<file path="src/rtl/bus_pkg.sv">
// bus_pkg: shared bus op encodings, widths and arbiter state type.
package bus_pkg;
    localparam logic [1:0] OP_IDLE  = 2'b00;
    localparam logic [1:0] OP_READ  = 2'b01;
    localparam logic [1:0] OP_WRITE = 2'b10;
    localparam logic [1:0] OP_RSVD  = 2'b11;
    localparam int ADR_W  = 16;
    localparam int DATA_W = 32;
    typedef enum logic [1:0] {IDLE, ISSUE, WAIT, DONE} state_t;
endpackage

</file>
<file path="src/rtl/rr_pick.sv">
// rr_pick: round-robin winner select, first eligible index at or after ptr_i.
module rr_pick #(
    parameter int N  = 4,
    parameter int IW = $clog2(N)
) (
    input  logic [N-1:0]  elig_i,
    input  logic [IW-1:0] ptr_i,
    output logic [N-1:0]  win_o,
    output logic          any_o
);
    // scan farthest-first so the closest eligible index to ptr_i overwrites last
    always_comb begin
        win_o = '0;
        for (int k = N - 1; k >= 0; k--)
            if (elig_i[(int'(ptr_i) + k) % N]) begin
                win_o = '0;
                win_o[(int'(ptr_i) + k) % N] = 1'b1;
            end
    end
    assign any_o = |elig_i;
endmodule

</file>
<file path="src/rtl/bus_arbiter.sv">
// bus_arbiter: round-robin arbiter that sequences one bus transaction per grant.
module bus_arbiter
    import bus_pkg::*;
#(
    parameter int N_MASTERS = 4,
    parameter int READ_LAT  = 2
) (
    input  logic                          clock,
    input  logic                          reset,
    input  logic [N_MASTERS-1:0]          req,
    input  logic [2*N_MASTERS-1:0]        req_op,
    input  logic [ADR_W*N_MASTERS-1:0]    req_adr,
    input  logic [DATA_W*N_MASTERS-1:0]   req_wdata,
    output logic [N_MASTERS-1:0]          gnt,
    output logic [N_MASTERS-1:0]          done,
    output logic [DATA_W-1:0]             rdata,
    output logic [1:0]                    bus_op,
    output logic [ADR_W-1:0]              bus_adr,
    output logic [DATA_W-1:0]             bus_wdata,
    input  logic [DATA_W-1:0]             bus_rdata
);
    localparam int IW = $clog2(N_MASTERS);

    state_t              state_q, state_d;
    logic [IW-1:0]       w_q, ptr_q, win_idx;
    logic [1:0]          op_q;
    logic [ADR_W-1:0]    adr_q;
    logic [DATA_W-1:0]   wdata_q, rdata_q;
    logic [3:0]          cnt_q;
    logic [N_MASTERS-1:0] elig, win;
    logic                any;

    for (genvar i = 0; i < N_MASTERS; i++) begin : g_elig
        assign elig[i] = req[i] & (req_op[2*i +: 2] == OP_READ || req_op[2*i +: 2] == OP_WRITE);
    end

    rr_pick #(.N(N_MASTERS)) u_pick (
        .elig_i(elig),
        .ptr_i (ptr_q),
        .win_o (win),
        .any_o (any)
    );

    always_comb begin
        win_idx = '0;
        for (int i = 0; i < N_MASTERS; i++)
            if (win[i]) win_idx = IW'(i);
    end

    always_ff @(posedge clock)
        if (reset) state_q <= IDLE;
        else       state_q <= state_d;

    always_comb begin
        state_d = state_q;
        unique case (state_q)
            IDLE:  state_d = any ? ISSUE : IDLE;
            ISSUE: state_d = (op_q == OP_WRITE) ? DONE : WAIT;
            WAIT:  state_d = (cnt_q == 4'd0) ? DONE : WAIT;
            DONE:  state_d = IDLE;
        endcase
    end

    always_comb begin
        gnt    = (state_q != IDLE) ? N_MASTERS'(1) << w_q : '0;
        done   = (state_q == DONE) ? N_MASTERS'(1) << w_q : '0;
        bus_op = (state_q == ISSUE) ? op_q : OP_IDLE;
    end

    // request fields are captured once in IDLE; later req changes cannot disturb the transaction
    always_ff @(posedge clock)
        if (reset) begin
            w_q     <= '0;
            ptr_q   <= '0;
            op_q    <= OP_IDLE;
            adr_q   <= '0;
            wdata_q <= '0;
            rdata_q <= '0;
            cnt_q   <= '0;
        end else begin
            if (state_q == IDLE && any) begin
                w_q     <= win_idx;
                op_q    <= req_op[2*win_idx +: 2];
                adr_q   <= req_adr[ADR_W*win_idx +: ADR_W];
                wdata_q <= req_wdata[DATA_W*win_idx +: DATA_W];
            end
            if (state_q == ISSUE)     cnt_q <= 4'(READ_LAT - 1);
            else if (state_q == WAIT) cnt_q <= cnt_q - 4'd1;
            if (state_q == WAIT && cnt_q == 4'd0) rdata_q <= bus_rdata;
            if (state_q == DONE) ptr_q <= (w_q == IW'(N_MASTERS - 1)) ? '0 : w_q + IW'(1);
        end

    assign rdata     = rdata_q;
    assign bus_adr   = adr_q;
    assign bus_wdata = wdata_q;
endmodule
</file>
<file path="config.mk">
export PLATFORM = sky130hd
export DESIGN_NAME = bus_arbiter
export DESIGN_NICKNAME = d
export VERILOG_FILES = /design/src/rtl/bus_pkg.sv /design/src/rtl/rr_pick.sv /design/src/rtl/bus_arbiter.sv
export SDC_FILE = /design/constraint.sdc
export NUM_CORES = 1
export LEC_CHECK = 0
export CAP_MARGIN = 20
export CORE_AREA = 2 2 127 129
export CTS_CLUSTER_DIAMETER = 100
export DETAILED_ROUTE_END_ITERATION = 6
export DIE_AREA = 0 0 129 131
export PLACE_DENSITY = 0.73
export SYNTH_ARGS = -nofsm -noshare
export SYNTH_HDL_FRONTEND = slang
export SYNTH_SLANG_ARGS = --single-unit
</file>
<file path="constraint.sdc">
create_clock -name clock -period 3.2 [get_ports clock]
set_input_delay 0.8 -clock clock [delete_from_list [all_inputs] [get_ports clock]]
set_output_delay 0.8 -clock clock [all_outputs]
set_load 0.1 [all_outputs]
</file>
-- Word level (Yosys, flattened, before mapping)
Index checks and enable logic that the tools add are counted.
- add/subtract/negate cells: 5
- magnitude comparators: 8
- equality and inequality tests: 13
- shift-type cells: 4
- muxes and demuxes: 36
- bitwise operators: 7
- reduce and logical (&&, ||, !) cells: 19
- operators with widths (kind ; count):
    $shiftx 128x8->32 ; 1
    $shiftx 64x7->16 ; 1
    $mux 4 ; 6
    $mux 1 ; 17
    $eq 2x2->1 const B ; 8
    $lt 3x4->1 const B ; 3
    $eq 2x1->1 const B ; 5
    $ge 3x1->1 const B ; 3
    $bmux 1 s2 ; 4
    $demux 1 s2 ; 4
    $mux 2 ; 4
    $pmux 2 s4 ; 1
    $reduce_or 2->1 ; 4
    $shiftx 8x4->2 ; 1
    $logic_and 1x1->1 ; 6
    $add 2x1->2 const B ; 2
    $add 2x2->2 const B ; 2
    $and 1x1->1 ; 4
    $logic_not 4->1 ; 1
    $logic_or 1x1->1 ; 4
    $reduce_bool 2->1 ; 2
    $reduce_or 4->1 ; 1
    $shl 1x2->4 const A ; 1
    $sub 4x1->4 const B ; 1
    4 further kinds ; 6
- register bits after elaboration: 92
- bits of input ports: 238
- logic and storage cells: 101

-- Depth between registers and ports, before layout
- word-level depth: 15
- depth in mapped cells: 15
- depth with buffers taken out: 10

-- Hierarchy
From an unflattened synthesis, not the netlist that was laid out.
- cell total of the unflattened synthesis: 604
- area, all modules: 5796.8 µm²
- modules (own cells, without submodules) (module ; times used ; cells an instance ; area an instance (µm²) ; seq. area each (µm²)):
    bus_arbiter ; 1 ; 556 ; 5375.2 ; 1841.8
    rr_pick ; 1 ; 48 ; 421.7 ; 0.0

-- Worst setup path before layout
OpenSTA, ideal clock, no wires.
- kind: flip-flop to flip-flop
- start: register ptr_q[0]
- end: register adr_q[0], in the netlist bus_adr[0]
- library setup time: 0.060 ns
- data arrival time: 2.868 ns
- required time: 3.140 ns
- slack: 0.271 ns
- stages on the path, launching flop included: 14
- cells stage by stage: dfxtp_1 inv_1 ha_1 clkbuf_1 nand2b_1 o221ai_1 nand3b_1 mux2_2 and3_1 a211o_1 buf_2 buf_6 a31oi_1 o22a_1
- cells in the longest elaborated chain, start to end: 15
- elaborated cells on any way between the ends: 48
- classes of those cells: add/sub: 3; order compare: 8; shift: 1; mux: 26; bitwise: 3; reduce/logical: 7
- RTL lines (item ; line ; RTL):
    start: declaration ; bus_arbiter.sv:25 ; logic [IW-1:0] w_q, ptr_q, win_idx;
    start signal: assignment ; bus_arbiter.sv:90 ; if (state_q == DONE) ptr_q <= (w_q == IW'(N_MASTERS - 1)) ? '0 : w_q + IW'(1);
    $add 2x2->2 ; rr_pick.sv:15, rr_pick.sv:17 ;
    $reduce_or 2->1 (no source line) ; n/a ;
    $and 1x1->1 (no source line) ; n/a ;
    $lt 3x4->1 (not written as such) or $ge 3x1->1 (tied branches) ; rr_pick.sv:17 ; win_o[(int'(ptr_i) + k) % N] = 1'b1;
    $logic_and 1x1->1 (not written as such) ; rr_pick.sv:17 ;
    $mux 1 (not written as such) ; rr_pick.sv:17 ;
    $demux 1 s2 ; n/a ;
    $mux 4 (3 in series) ; rr_pick.sv:15 ; if (elig_i[(int'(ptr_i) + k) % N]) begin
    $mux 4 (*) ; rr_pick.sv:15 ;
    $mux 1 ; bus_arbiter.sv:47 ; if (win[i]) win_idx = IW'(i);
    $mux 2 ; bus_arbiter.sv:47 ;
    $mux 2 (*) ; bus_arbiter.sv:47 ;
    $shiftx 64x7->16 (*) ; bus_arbiter.sv:84 ; adr_q <= req_adr[ADR_W*win_idx +: ADR_W];
    end signal: assignment ; bus_arbiter.sv:84 ;
    end: declaration ; bus_arbiter.sv:27 ; logic [ADR_W-1:0] adr_q;
Every way passes the cells marked *; elsewhere a longest branch is shown, timed or not. The select of a mux whose other input is x is not followed.
A chain may end at the register's enable or synchronous reset.

-- Worst setup path in the final report
- start: input req[3]
- end: register adr_q[11], in the netlist bus_adr[11]
- cells in the longest elaborated chain, start to end: 12
- elaborated cells on any way between the ends: 22
- classes of those cells: shift: 1; mux: 18; bitwise: 1; reduce/logical: 2
- RTL lines (item ; line ; RTL):
    start: declaration ; bus_arbiter.sv:10 ; input logic [N_MASTERS-1:0] req,
    $and 1x1->1 (*) ; bus_arbiter.sv:34 ; assign elig[i] = req[i] & (req_op[2*i +: 2] == OP_READ || req_op[2*i +: 2] == OP_WRITE);
    $bmux 1 s2 ; rr_pick.sv:15 ;
    $mux 1 (not written as such) (2 in series) ; rr_pick.sv:15 ;
    $mux 4 (4 in series) ; rr_pick.sv:15 ;
    $mux 1 ; bus_arbiter.sv:47 ;
    $mux 2 (2 in series) ; bus_arbiter.sv:47 ;
    $shiftx 64x7->16 ; bus_arbiter.sv:84 ;
Marks and branches as above.

==> impl_metrics.csv <==
group,metric,value,unit
run_status,outcome,"finished, final reports clean",
timing,skew,4.03,ps
cts,cts_max_level,3,
timing,fmax,324,MHz
worst_setup_path,r2r_slack,340,ps
pwr,total_power,8.05,mW
cts,clock_path_buffers,2,
finish,area_growth_syn_to_layout,76.7,%
routing,dr.pass1.iters,5,
die,start_util,0.322,
grt,antenna_found_initial,1,
place,dpl-instance-area,0.00855,mm^2
synth,synth_edf_count,0,
grt,grt_max_degree,73,
die,die-area,0.0169,mm^2
worst_hold_path,min_to,"rdata[26]$_SDFFE_PP0P_",
worst_setup_path,slowest_stage,"clkdlybuf4s50_1",
timing,fin_crit,3080,ps
worst_setup_path,slowest_delay,570,ps
cts,path_clk_slew,70,ps
cts,cts.sinks,92,
timing,setup_slack,116,ps
routing,wire_per_inst,16.8,um
grt,grt_use_total,0.220,
synth,synth_top_area_share,0.367,
routing,vias,5821,
synth,async_flop_share,0,
worst_hold_path,worstHoldPathType,"flop to flop",
synth,yosysWarnings,0,
place,port_buffers,327,
place,dp_slack,-306,ps
finish,nets,1199,
worst_setup_path,start_kind,"input port",
cts,root_buffer,"clkbuf_16",
grt,grt_pass1_wl,28800,um
die,rows,46,
finish,stdcell_area,0.00888,mm^2
die,io_pins,328,
die,die_height,131,um
worst_setup_path,rr_endpoint,"bus_adr[11]$_SDFFE_PP0P_",
place,place.gp.congestion,0.794,
timing,post-route-period-util,0.964,
worst_setup_path,crit_family,"buffers and inverters",
worst_setup_path,crit_buf_inv,5,
die,die_w,129,um
synth,synthTopCellsByArea,"dfxtp_1, nand2_1, a32o_1",
job,drv_cap,0,
worst_setup_path,worstSetupPathType,"input port to flop",
worst_setup_path,timing.rr.start,"ptr_q[1]$_SDFFE_PP0P_",
grt,met2_usage,0.394,
finish,layout.cells.non_filler,1166,
grt,grt_pass1_vias,5415,
worst_hold_path,hold_path_depth,2,
pwr,pwr_density_cell,907,mW/mm^2
synth,syn-num-nets,882,
finish,drive_above_1_share,0.169,
routing,wl,19600,um
routing,drc,0,
worst_setup_path,crit_top_cell,"buf_4",
finish,mostFrequentLayoutCells,"clkdlybuf4s50_1, nand2_1, buf_4, dfxtp_1",
finish,fillCellCount,1468,
timing,whs,455,ps
grt,grt_util_met3,0.0896,
cts,insertion_delay,350,ps
grt,grt.overflow.total,0,
routing,vias_per_cell,4.99,
timing,finalMaxSlewViolations,0,
timing,rsz0062_at_grt,"no",
synth,syn_area_per_cell,8.00,um^2
synth,synth_area,0.00502,mm^2
pwr,p_leak,3.70,nW
finish,diodes,0,
pwr,peakVddDrop,0.000664,V
synth,yosysTopAreaCell,"dfxtp_1",
die,core_area,0.0156,mm^2
worst_setup_path,crit_chain,"clkdlybuf4s50_1, buf_4, nand2_1, o221ai_1, nand2_1, buf_4, mux2i_1, buf_4, nor2_4, a211o_2, buf_12, a31oi_1, o22a_1",
worst_hold_path,hp-start,"rdata[26]$_SDFFE_PP0P_",
worst_setup_path,end_kind,"flop",
timing,hold_viol,0,
grt,met1_usage,0.245,
worst_setup_path,rr_worst_depth,12,
grt,busiest_layer,"met2",
timing,setup_viol,0,
worst_setup_path,cp_max_fo,37,
place,numPlacedInstances,1150,
cts,cts_made_buffers,9,
routing,drtIter0Drc,261,
routing,final_antenna_net_count,0,
synth,synthFlopType,"dfxtp_1",
worst_setup_path,required,3490,ps
finish,final_common_cell,"clkdlybuf4s50_1",
worst_setup_path,arrival,3370,ps
synth,synth-seq-cells,92,
synth,ys_seq_area_frac,0.367,
synth,synthCells,628,
timing,max_slew.worst_pin.slew,447,ps
timing,slew_headroom,0.702,
cts,cts_tree,"done",
place,place_hpwl,14900,um
timing,setup_tns,0,ps
synth,synth_cell_types,41,
finish,final_util,0.569,
## where the power goes
group          internal [mW]  switching (mW)  leakage, nW
clock                  0.548           0.505        0.141
combinational           1.51            3.76         2.81
sequential              1.52           0.211        0.756
total                   3.58            4.48         3.70
## state kept, by name, summed over array words and instances, names as in the netlist
name / cells
bus_wdata: 32
rdata: 32
bus_adr: 16
cnt_q: 4
op_q: 2
ptr_q: 2
state_q: 2
w_q: 2
## cells by family (layout without fill, tap and decap cells)
| kind of cell | count (synthesis) | after routing | share of synthesized area |
|---|---|---|---|
| and+or+nand+nor | 232 | 232 | 0.197 |
| DFF | 92 | 92 | 0.367 |
| muxes | 7 | 7 | 0.0147 |
| AOI/OAI and AO/OA | 203 | 203 | 0.313 |
| xor gates and xnor gates | 6 | 6 | 0.0105 |
| adders and majority gates | 16 | 16 | 0.0398 |
| buffers and inverters | 72 | 394 | 0.0575 |
## cell usage after synthesis (all sizes together) (3+ instances only)
master    n
nand2   176
dfxtp    92
a31oi    49
a32o     49
o22a     49
clkbuf   43
a21oi    34
ha       16
buf      15
nor2     15
inv      14
and2     10
nand2b   10
nor2b     7
o221ai    6
xnor2     5
mux2i     4
nor3      4
a22oi     3
mux2      3
nand3     3
nand3b    3
## area by class of cell
type	count	area, um^2	share of cell area
inverters	14	52.6	0.00592
repair buffers	364	3430	0.387
well taps	216	270	0.0304
clock inverters	7	65.1	0.00733
clock buffers	9	225	0.0254
flip-flops and latches	92	1840	0.207
multi-input cells	464	2990	0.337
## tightest hold or removal path, cell delays in order, from the launching register on
cell,delay (ps)
dfxtp_1,310
nand2_1,50
a21oi_1,50
## per-layer routing
metal	vias up	wire, um
met5	-	13
met1	2646	7530
met2	228	9910
li1	2924	-
met3	21	1910
met4	2	204
## how the worst max path moves through the flow
stage,to,slack (ps),cells past startpoint,from
global placement,bus_wdata[11]$_SDFFE_PP0P_,-240,10,req_op[4]
detailed placement,bus_adr[11]$_SDFFE_PP0P_,-310,10,req_op[7]
global route,bus_adr[11]$_SDFFE_PP0P_,10,13,req[3]
CTS,bus_adr[11]$_SDFFE_PP0P_,60,10,req_op[7]
floorplan,bus_adr[0]$_SDFFE_PP0P_,270,13,ptr_q[0]$_SDFFE_PP0P_
finish,bus_adr[11]$_SDFFE_PP0P_,120,13,req[3]
## what timing repair did
action	CTS	global route
hold buffers	0	0
resized for setup	0	6
endpoints found under the setup margin	0	50
setup buffers	0	0
No activity file was read; power rests on OpenSTA's default activity.
